**src/rtl/case5_sweep_misr.sv**
```systemverilog
// Exhaustive 64-pattern sequencer for the case5 netlist with a MISR response compactor.
// Each pattern is held SETTLE cycles; the final signature is compared against GOLDEN.
module case5_sweep_misr #(
   parameter int unsigned       SETTLE = 1,
   parameter int unsigned       MISR_W = 16,
   parameter logic [MISR_W-1:0] POLY   = 16'h8016,
   parameter logic [MISR_W-1:0] SEED   = 16'hFFFF,
   parameter logic [MISR_W-1:0] GOLDEN = 16'h0000
) (
   input  logic              clk,
   input  logic              rst_n,
   input  logic              start,
   input  logic              abort,
   output logic [5:0]        pat,
   input  logic [2:0]        resp,
   output logic              busy,
   output logic              done,
   output logic [MISR_W-1:0] signature,
   output logic              pass
);

   localparam logic [1:0] StIdle = 2'd0;
   localparam logic [1:0] StRun  = 2'd1;
   localparam logic [1:0] StDone = 2'd2;

   localparam logic [3:0] W_LAST = 4'(SETTLE - 1);

   logic [1:0]        state_q, state_d;
   logic [5:0]        pat_q, pat_d;
   logic [3:0]        w_q, w_d;
   logic [MISR_W-1:0] sig_q, sig_d;
   logic              pass_q, pass_d;
   logic              busy_q, busy_d;
   logic              done_q, done_d;
   logic [MISR_W-1:0] misr_fb;
   logic [MISR_W-1:0] misr_next;

   always_comb begin
      misr_fb   = sig_q[MISR_W-1] ? POLY : '0;
      misr_next = {sig_q[MISR_W-2:0], 1'b0} ^ misr_fb ^ {{(MISR_W-3){1'b0}}, resp};
   end

   always_comb begin
      state_d = state_q;
      pat_d   = pat_q;
      w_d     = w_q;
      sig_d   = sig_q;
      pass_d  = pass_q;
      busy_d  = 1'b0;
      done_d  = 1'b0;
      case (state_q)
         StIdle: begin
            if (start) begin
               state_d = StRun;
               pat_d   = 6'd0;
               w_d     = 4'd0;
               sig_d   = SEED;
               pass_d  = 1'b0;
               busy_d  = 1'b1;
            end
         end
         StRun: begin
            busy_d = 1'b1;
            // Abort wins over a coincident sample edge; the partial signature is kept.
            if (abort) begin
               state_d = StIdle;
               pat_d   = 6'd0;
               w_d     = 4'd0;
               pass_d  = 1'b0;
               busy_d  = 1'b0;
            end else if (w_q < W_LAST) begin
               w_d = w_q + 4'd1;
            end else begin
               sig_d = misr_next;
               pat_d = pat_q + 6'd1;
               w_d   = 4'd0;
               if (pat_q == 6'd63) begin
                  state_d = StDone;
                  busy_d  = 1'b0;
                  done_d  = 1'b1;
                  pass_d  = (misr_next == GOLDEN);
               end
            end
         end
         StDone: begin
            state_d = StIdle;
         end
         default: begin
            state_d = StIdle;
         end
      endcase
   end

   always_ff @(posedge clk or negedge rst_n) begin
      if (!rst_n) begin
         state_q <= StIdle;
         pat_q   <= 6'd0;
         w_q     <= 4'd0;
         sig_q   <= SEED;
         pass_q  <= 1'b0;
         busy_q  <= 1'b0;
         done_q  <= 1'b0;
      end else begin
         state_q <= state_d;
         pat_q   <= pat_d;
         w_q     <= w_d;
         sig_q   <= sig_d;
         pass_q  <= pass_d;
         busy_q  <= busy_d;
         done_q  <= done_d;
      end
   end

   assign pat       = pat_q;
   assign busy      = busy_q;
   assign done      = done_q;
   assign signature = sig_q;
   assign pass      = pass_q;

endmodule
```
**config.mk**
```make
export PLATFORM = sky130hd
export DESIGN_NAME = case5_sweep_misr
export DESIGN_NICKNAME = d
export VERILOG_FILES = /design/src/rtl/case5_sweep_misr.sv
export SDC_FILE = /design/constraint.sdc
export NUM_CORES = 1
export LEC_CHECK = 0
export BUFFER_PORTS_ARGS = -buffer_cell sky130_fd_sc_hd__clkbuf_2
export CAP_MARGIN = 20
export CELL_PAD_IN_SITES_DETAIL_PLACEMENT = 1
export CELL_PAD_IN_SITES_GLOBAL_PLACEMENT = 1
export CORE_MARGIN = 3
export CORE_UTILIZATION = 36
export DETAILED_ROUTE_END_ITERATION = 8
export HOLD_SLACK_MARGIN = 0.08
export PLACE_DENSITY_LB_ADDON = 0.3
export RECOVER_POWER = 50
export SYNTH_ARGS = -nofsm -noshare
export SYNTH_HDL_FRONTEND = slang
export SYNTH_SLANG_ARGS = --single-unit
```
**constraint.sdc**
```tcl
create_clock -name clk -period 1.2 [get_ports clk]
set_input_delay 0 -clock clk [delete_from_list [all_inputs] [get_ports clk]]
set_output_delay 0 -clock clk [all_outputs]
set_load 0.005 [all_outputs]
```
==> out/qor.txt <==
FP Rows - 20
Synth Area in Compound Gates - 20.65%
Via/cell ratio - 5.141
Vias - 1131
DIE WIDTH - 63.58 um
Antenna Nets Post-Route - 0
TritonCTS Buffers - 3
# port buffers - 31
Min-Delay Path Class - in2reg
Clk slew on worst S/H paths - 0.15 ns
Worst Path Max Fanout - 3
Slew @ Worst Pin - 0.6708 ns
First-pass GRT wire length - 6389 um
CTS Sinks - 27
Area Growth Syn to Fin - 67.71%
Pwr Total - 2879 uW
Die height - 63.58 um
Initial DRC Count - 27
Synthesized Nets - 109
Nets - 185
Total GRT Usage - 19.89%
Hold_ws - 0.05817 ns
Largest net degree at the start of global routing - 28
Leading area contributor after synthesis - dfstp_2
Min-delay src - abort
RSZ-0062 raised after global routing - yes
CP Capture Type - flop
Fin. max-slew vios - 0
Clock Skews - 0.006001 ns
Placeable Area - 3103 um2
Status - finished with violations
N_diodes - 0
Worst Reg2Reg Path Length in Cells - 4
Ports - 32
# hold bufs at CTS - 4
Die Area - 4042 um2
Startpoint types - flop
1st-pass router iterations - 3
YS warnings - 0
Gp weighted congestion - 0.7929
Mean routed wirelength per cell - 18.80 um
Syn Inst Count - 101
Synth Area in Simple Gates - 12.68%
Final hold viol count - 0
Clk Latency, worst-skew pair - 0.33 ns
Root Buffer - clkbuf_4
CP delay by family, top - flip-flops
CP arrival - 1.62 ns
Setup violators final - 27
Top cells by area, synth - dfstp_2 (35%), dfrtp_1 (23%), o22a_1 (8.8%)
CP cell instances - xor2_2 -> and3_4 -> nor2_2 -> o41ai_4
Fmax - 0.7256 GHz
Power Density - 1438 nW/um2
Post-synthesis sequential element count - 27
Hold depth - 4
Starting density of the core - 38.47%
Final WS setup - -0.1782 ns
Seq/Total Area, Yosys - 58.28%
Fin crit period - 1.378 ns
Share of cells above drive strength 1 - 64.20%
Syn Area/Cell - 11.82 um2
Xor/xnor share of the synthesized area - 5.136%
Buf/Inv on CP - 0
GRT overflow - 0
Hold Path End - pass
Reg2reg end - pass
Placed cell count - 201
Share of the synthesized area in the top cell type - 35.22%
Final period utilization - 114.9%
Setup CP Type - reg2reg
DRC Markers - 0
TritonCTS clock tree - built
R2r setup slk - -0.18 ns
Synthesized cell area - 1194 um2
Post-synthesis mux area share - 0%
Drt total wl - 4137 um
Largest family of logic cells by synthesized area - compound AO/OA/AOI/OAI gates
HPWL after DPL - 2422 um
Clk buf depth - 2
Failing checks - negative setup slack
Max Cap Viol - 0
Post-Synth Adder-Cell Area - 1.048%
RR Startpoint - signature[0]
Cell Count, Final, Fillers Out - 220
Critical Path Slowest Stage Cell - dfstp_2
P_leak - 0.0009088 uW
Antenna violations before repair - 0
Worst EP required - 1.44 ns
Slew HR - 55.28%
Htree depth - 1
Max incr delay on CP - 0.58 ns
Vias in the first global route - 1294
Worst IR Drop VDD - 794.6 uV
Netlist cell types - 27
[logic make-up after synthesis]
group | count (synthesis)
fa+ha+maj | 1
buf+inv | 4
xor+xnor | 7
compound gates | 34
simple gates | 28
flops | 27
[tightest hold or removal path, stage by stage]
cell      delay, ns
clkbuf_2       0.13
nor3b_4        0.06
nand2_2        0.09
o41ai_4        0.09
[layout by cell type, fill, tap and decap left out, drive strengths merged]
cell type    Yosys  layout
o21a             1       1
xnor2            5       5
clkbuf           0      32
and3             3       3
a31oi            2       2
nor3             1       1
nor2             7       7
nor3b            1       1
a22o             1       1
dfrtp           11      11
nor4             3       3
o21bai           3       3
xor2             2       2
nand3            1       1
dfstp           16      16
a21oi            3       3
nand2b           2       2
nand2            7       7
o22a            12      12
o21ai           11      11
nand4            2       2
buf              4      43
dlygate4sd3      0       4
ha               1       1
o41ai            1       1
or3b             1       1
[worst max path at each step]
stage	startpoint	end	slack, ns	depth (start not counted)
6_report	signature[0]	pass	-0.18	4
5_1_grt	state_q[0]	signature[15]	-0.27	6
4_1_cts	pat[1]	pass	-0.16	4
3_5_place_dp	state_q[1]	pass	-0.18	4
3_3_place_gp	state_q[1]	pass	-0.10	4
2_1_floorplan	pat[0]	pass	-0.09	4
[flip-flops by register name, indices dropped and copies added (netlist names)]
| register | cells |
|---|---|
| pass | 1 |
| busy | 1 |
| done | 1 |
| pat | 6 |
| signature | 16 |
| state_q | 2 |
[power by group]
group          internal [uW]  switching [uW]  total, uW
logic                    703             528       1230
registers               1110             129       1240
clock network            130             280        411
total                   1940             937       2880
[what timing repair did]
| item | in CTS | in global routing |
|---|---|---|
| endpoints found under the hold margin | 33 | 1 |
| buffers inserted | 4 | 7 |
| cloned | 1 | 0 |
| pin swaps | 3 | 15 |
| gates resized for setup | 12 | 27 |
| setup endpoints to repair | 27 | 30 |
[metrics by stage]
step | setup TNS, ns | utilization (%) | worst slack, ns | cell area (um2)
global route | -5.428 | 64.52 | -0.2747 | 2002
finish | -3.734 | 64.52 | -0.1782 | 2002
floorplan | -0.4727 | - | -0.09288 | 1214
CTS | -2.504 | 58.51 | -0.1552 | 1815
detailed placement | -1.926 | 52.22 | -0.1833 | 1620
global placement | -1.033 | 52.22 | -0.1004 | 1620
[synth_stat cells]
cell type	n
o21bai_1	3
xnor2_1	5
and3_1	3
nor2_1	7
a22o_1	1
o21a_1	1
o21ai_1	11
xor2_1	2
or3b_4	1
dfrtp_1	11
o22a_1	12
nand2_1	6
a21oi_2	1
buf_6	1
a31oi_1	2
o41ai_2	1
ha_1	1
dfstp_2	16
nor4_1	3
a21oi_1	2
nand2_2	1
nand2b_1	2
nand3_1	1
nor3b_2	1
nor3_1	1
buf_2	3
nand4_1	2
[cell type report]
class	count	area (um2)
Timing Repair Buffer	75	609.3
Fill cell	348	1101
Tap cell	44	55.05
Sequential cell	27	695.7
Multi-Input combinational cell	70	615.6
Clock buffer	4	26.28
[metal layers]
metal  track usage [%]  up-vias  part of all wire, %
met5                 0        -                    0
met4             5.391        0                 0.94
met1             24.89      578                   41
met2             35.98       25                   55
li1                  -      522                    -
met3             2.139        6                  2.4
Power figures use the tool's default switching activity.
